File: config.mk
export PLATFORM = sky130hd
export DESIGN_NAME = peak_tracker
export DESIGN_NICKNAME = d
export VERILOG_FILES = /design/src/rtl/peak_tracker.sv
export SDC_FILE = /design/constraint.sdc
export NUM_CORES = 1
export LEC_CHECK = 0
export ABC_CLOCK_PERIOD_IN_PS = 2000
export CORE_ASPECT_RATIO = 2
export CORE_MARGIN = 5
export CORE_UTILIZATION = 25
export CTS_BUF_LIST = sky130_fd_sc_hd__clkbuf_16
export DETAILED_ROUTE_END_ITERATION = 10
export SYNTH_ARGS = -nofsm -noshare
export SYNTH_HDL_FRONTEND = slang
export SYNTH_SLANG_ARGS = --single-unit
File: constraint.sdc
create_clock -name clk -period 2 [get_ports clk]
set_input_delay 0.4 -clock clk [delete_from_list [all_inputs] [get_ports clk]]
set_output_delay 0.4 -clock clk [all_outputs]
set_load 0.05 [all_outputs]
File: src/rtl/peak_tracker.sv
// peak_tracker: per-frame running maximum with first-occurrence index and tie count.
module peak_tracker #(
  parameter int FRAME_LEN = 8,
  parameter int IDX_W = 3
) (
  input  logic             clk,
  input  logic             rst,
  input  logic             start,
  input  logic             in_valid,
  output logic             in_ready,
  input  logic [3:0]       x,
  output logic [3:0]       y_out,
  input  logic             lg_in,
  input  logic             eq_in,
  input  logic             rg_in,
  output logic [3:0]       max_out,
  output logic [IDX_W-1:0] max_idx,
  output logic [3:0]       tie_cnt,
  output logic             done,
  output logic             err
);
  typedef enum logic [1:0] {IDLE, FIRST, RUN, DONE} state_t;
  localparam logic [IDX_W:0] LAST = (IDX_W+1)'(FRAME_LEN - 1);
  state_t state;
  logic [IDX_W:0] cnt;
  logic [2:0] flags;
  assign flags = {lg_in, eq_in, rg_in};
  assign in_ready = (state == FIRST) || (state == RUN);
  assign done = (state == DONE);
  assign y_out = max_out;
  // cnt is one bit wider than the index so it can reach FRAME_LEN == 2**IDX_W
  always_ff @(posedge clk) begin
    if (rst) begin
      state <= IDLE;
      max_out <= '0;
      max_idx <= '0;
      tie_cnt <= '0;
      cnt <= '0;
      err <= 1'b0;
    end else begin
      case (state)
        IDLE, DONE: if (start) begin
          state <= FIRST;
          max_out <= '0;
          max_idx <= '0;
          tie_cnt <= '0;
          cnt <= '0;
          err <= 1'b0;
        end
        FIRST: if (in_valid) begin
          max_out <= x;
          max_idx <= '0;
          tie_cnt <= '0;
          cnt <= (IDX_W+1)'(1);
          state <= (FRAME_LEN == 1) ? DONE : RUN;
        end
        RUN: if (in_valid) begin
          cnt <= cnt + 1'b1;
          if (flags == 3'b100) begin
            max_out <= x;
            max_idx <= cnt[IDX_W-1:0];
            tie_cnt <= '0;
          end else if (flags == 3'b010) begin
            tie_cnt <= tie_cnt + {3'b000, tie_cnt != 4'hf};
          end else if (flags != 3'b001) begin
            err <= 1'b1;
          end
          if (cnt == LAST) state <= DONE;
        end
      endcase
    end
  end
endmodule
==> impl_summary.md <==
Cells and area
The number of inserted diodes is 0. The final layout contains 170 nets. The leading cell type in the layout, fill and taps excluded is sky130_fd_sc_hd__clkdlybuf4s50_1. The area growth from synthesis to layout is 46.9%. Leaving out fill and tap cells, the most frequent cells in the layout are sky130_fd_sc_hd__clkdlybuf4s50_1, sky130_fd_sc_hd__dfxtp_1, sky130_fd_sc_hd__a21oi_1. The area of the multi-input gates is 553 um^2. The layout has 417 filler cells. The sequential cell area in the final layout is 362 um^2.

The ratio of cells with drive above 1 in the final layout is 13.2%.

Routing
The routed wire length per instance is 12.7 um. The violation count after the first detailed-route iteration is 40. The count of vias placed by the detailed router is 982. Dividing the detail-routed via count by the number of cells gives 4.84. The total wire length is 2.57 mm. The final antenna-violating net count is 0. The DRC violation count after routing is 0. The detailed-routing iteration count for the pre-antenna-repair pass is 4.

STA
Setup slack closes at 0.101 ns. The portion of the clock cycle consumed by the worst path in the final layout is 94.9%. Adding up every negative setup slack in the final design gives 0 ns.

The time the final worst path needs with I/O delays and setup is 1.90 ns. The count of pins over their slew limit is 0. The number of endpoints failing setup at the final stage is 0. For the pin with the worst max-slew slack, the measured transition is 0.502 ns. The maximum clock skew at final layout is 0.00279 ns. The number of hold-slack violations in the final timing report was 0. Based on the critical path, the design can be clocked at up to 527 MHz. Setup repair after global routing left no endpoint under its margin. Measured against its own limit, the worst slew margin works out to 66.4%.

Clock tree
The number of buffers on the longest clock path is 2. The CTS tree is done. The number of clock sinks is 18. The number of buffers inserted during clock tree synthesis is 3. For this design, the CTS-stage hold fixing added 0 buffers. The clock reaches the later pin of the worst-skew pair after 0.25 ns.

In this run the clock root is driven by a sky130_fd_sc_hd__clkbuf_16. After clock tree synthesis, the clock-pin slew on the worst setup and hold paths is 0.05 ns. The number of setup buffers added after CTS is 0. In this run the number of H-tree levels came out at 1.

Status
The flow ran to the end, and the final reports show no timing, DRC or antenna violations.

Min path
The type of the worst min-delay path is flip-flop to flip-flop. The cell depth of the worst hold path is 2. The worst hold path terminates at max_idx[2]. The source of the worst hold timing path is max_idx[2].

Floorplanning
The standard cell core area is 0.00384 mm^2. The die is 54.5 um wide. The die covers 0.00539 mm^2.

The number of placed I/O pins is 29. The floorplan row count is 32. The initial core utilization is 25.7%. From bottom edge to top edge, the die measures 99.0 um.

Logic synthesis
Yosys printed 0 warnings. The gate count of the mapped netlist is 118. The flip-flop and latch count after synthesis is 18. The average cell area after synthesis is 8.39 um^2. The number of nets in the synthesized netlist is 135.

Counting distinct cell types in the post-synthesis netlist gives 37. The mapped cell area is 990 um^2. The sequential cell area fraction in the yosys report is 36.4%.

Power
The part of the power in the clock network is 21.1%. Summed over all nets, the switching power comes to 810 uW. Cell internal power was estimated by the tool at 1090 uW. Per report_power, the sequential group accounts for 24.2% of the total. The share of total power in combinational logic is 54.7%.

The switching fraction of total power is 42.7%. The power density over the cells is 1310 mW/mm^2. The largest vdd supply drop is 0.724 mV. The leakage power total is 0.000531 uW.

Run
The max capacitance violation total is 0.

Setup path
For the worst setup path, the data arrival time is 1.50 ns. Across all register-to-register paths, the minimum setup slack is 0.12 ns. The depth of the most critical reg-to-reg path is 6. The critical path's slowest cell is sky130_fd_sc_hd__clkdlybuf4s50_1. The worst register-to-register path ends at cnt[3]. Traced cell by cell, the critical path runs through clkdlybuf4s50_1.

STA classifies the critical path endpoint as a primary output. The startpoint identified for the worst register-to-register timing path is state[0]. The startpoint kind of the worst setup timing path is a flip-flop. The largest delay contributor family on the critical path is buffers and inverters.

For this run, the slowest stage of the critical path takes 0.84 ns. Together, buffers and inverters on the worst path number 1. Of all nets on the critical path, the largest fanout is 5. The critical path is of the flip-flop to primary output type. For the worst setup path, the data required time is 1.60 ns.

Placed design
The worst setup timing slack at the placement stage is -0.164 ns. The wire-length estimate of the detail-placed layout is 2.08 mm. The placer congestion estimate is 0.727. The count of buffers added on input and output ports is 28.

GRT
The pin count of the biggest net entering global routing is 15. The initial antenna violation count is 0. The sum of overflow across all layers after global routing is 0. Global routing consumed, over all layers together, 11.0% of the routing resources.

The number of global-route vias before repair is 1013. The first global-routing pass estimated 4.60 mm of wire.
what timing repair did:
item / CTS / global route
endpoints found under the setup margin: 0 / 5
gates resized for setup: 0 / 1
hold endpoints to repair: 0 / 0
synth_stat cells:
cell                        number  area, um^2
sky130_fd_sc_hd__a211oi_1        4        30.0
sky130_fd_sc_hd__or2b_1          1        7.51
sky130_fd_sc_hd__or2_4           1        8.76
sky130_fd_sc_hd__a21oi_1        14        70.1
sky130_fd_sc_hd__o211ai_1        1        7.51
sky130_fd_sc_hd__nand4_1         4        25.0
sky130_fd_sc_hd__or3_1           1        6.26
sky130_fd_sc_hd__a32o_1          1        10.0
sky130_fd_sc_hd__o2bb2ai_1       1        8.76
sky130_fd_sc_hd__nor2b_1         2        12.5
sky130_fd_sc_hd__o21ba_1         1        10.0
sky130_fd_sc_hd__nand2_1         4        15.0
sky130_fd_sc_hd__buf_1           1        3.75
sky130_fd_sc_hd__a311oi_1        1        8.76
sky130_fd_sc_hd__and2_1          1        6.26
sky130_fd_sc_hd__xnor2_1         1        8.76
sky130_fd_sc_hd__nor3_1          2        10.0
sky130_fd_sc_hd__inv_1           7        26.3
sky130_fd_sc_hd__ha_1            6        75.1
sky130_fd_sc_hd__clkbuf_1        3        11.3
sky130_fd_sc_hd__a211oi_4        1        20.0
sky130_fd_sc_hd__nand2b_1        2        12.5
sky130_fd_sc_hd__nor3b_1         1        7.51
sky130_fd_sc_hd__o22a_1          1        8.76
sky130_fd_sc_hd__buf_2           1        5.00
sky130_fd_sc_hd__nor2_1          3        11.3
sky130_fd_sc_hd__nand3b_1        1        7.51
sky130_fd_sc_hd__o21ai_0        13        65.1
sky130_fd_sc_hd__a41oi_1         1        8.76
sky130_fd_sc_hd__o22ai_1         1        6.26
sky130_fd_sc_hd__dfxtp_1        18         360
sky130_fd_sc_hd__or3b_2          1        8.76
sky130_fd_sc_hd__xor2_1          1        8.76
sky130_fd_sc_hd__nand3_1         9        45.0
sky130_fd_sc_hd__and2b_1         1        7.51
sky130_fd_sc_hd__or4_1           2        15.0
sky130_fd_sc_hd__buf_4           4        30.0
power by group through the flow:
stage               registers [uW]  logic [uW]  clock network (uW)
CTS                            459        1050                 410
global route                   468        1130                 424
floorplan                      562         591                   0
global placement               462        1030                   0
finish                         459        1040                 400
detailed placement             467        1050                   0
flip-flops by register name, indices dropped and copies added, names as in the netlist:
register / cells
max_idx: 3
cnt: 4
tie_cnt: 4
max_out: 4
err: 1
state: 2
logic make-up (layout without fill, tap and decap cells):
| group | after synthesis | in the layout | synth area share, % |
|---|---|---|---|
| DFF | 18 | 18 | 36.4 |
| buffers and inverters | 16 | 50 | 7.71 |
| and+or+nand+nor | 36 | 36 | 20.9 |
| xor gates and xnor gates | 2 | 2 | 1.77 |
| AOI/OAI and AO/OA | 40 | 40 | 25.7 |
| adders and majority gates | 6 | 6 | 7.59 |
per-stage QoR:
step	utilization, %	instance area, um^2	instances	total power (uW)	hold WS [ns]
after floorplan	-	990	118	1150	0.452
after global placement	35.7	1370	199	1490	0.464
after detailed placement	35.7	1370	199	1510	0.478
after CTS	37.8	1450	203	1920	0.494
after global routing	37.8	1450	203	2030	0.510
final	37.8	1450	203	1900	0.490
layout make-up:
class	count	share of cell area [%]
clock inverters	1	0.258
flip-flops and latches	18	24.9
clock buffers	3	5.16
repair buffers	39	25.5
inverters	7	1.81
well taps	51	4.39
multi-input cells	84	38.0
how the worst max path moves through the flow:
stage | cells after the start | end | from | slack, ns
floorplan | 6 | cnt[3] | state[0] | 0.06
detailed placement | 5 | max_idx[1] | lg_in | -0.16
CTS | 6 | cnt[3] | state[0] | 0.06
global placement | 5 | max_out[0] | lg_in | -0.12
global route | 6 | cnt[3] | state[0] | 0.01
finish | 1 | tie_cnt[2] | tie_cnt[2] | 0.10
per-layer routing:
layer  GRT usage (%)  share of wire, %  vias up  routed length, um
met2            20.4                57       21               1470
met4            2.88              0.74        0                 19
li1                -                 -      496                  -
met5               0                 0        -                  0
met1            11.9                38      463                982
met3            1.97               3.7        2                 95
Power figures use the tool's default switching activity.
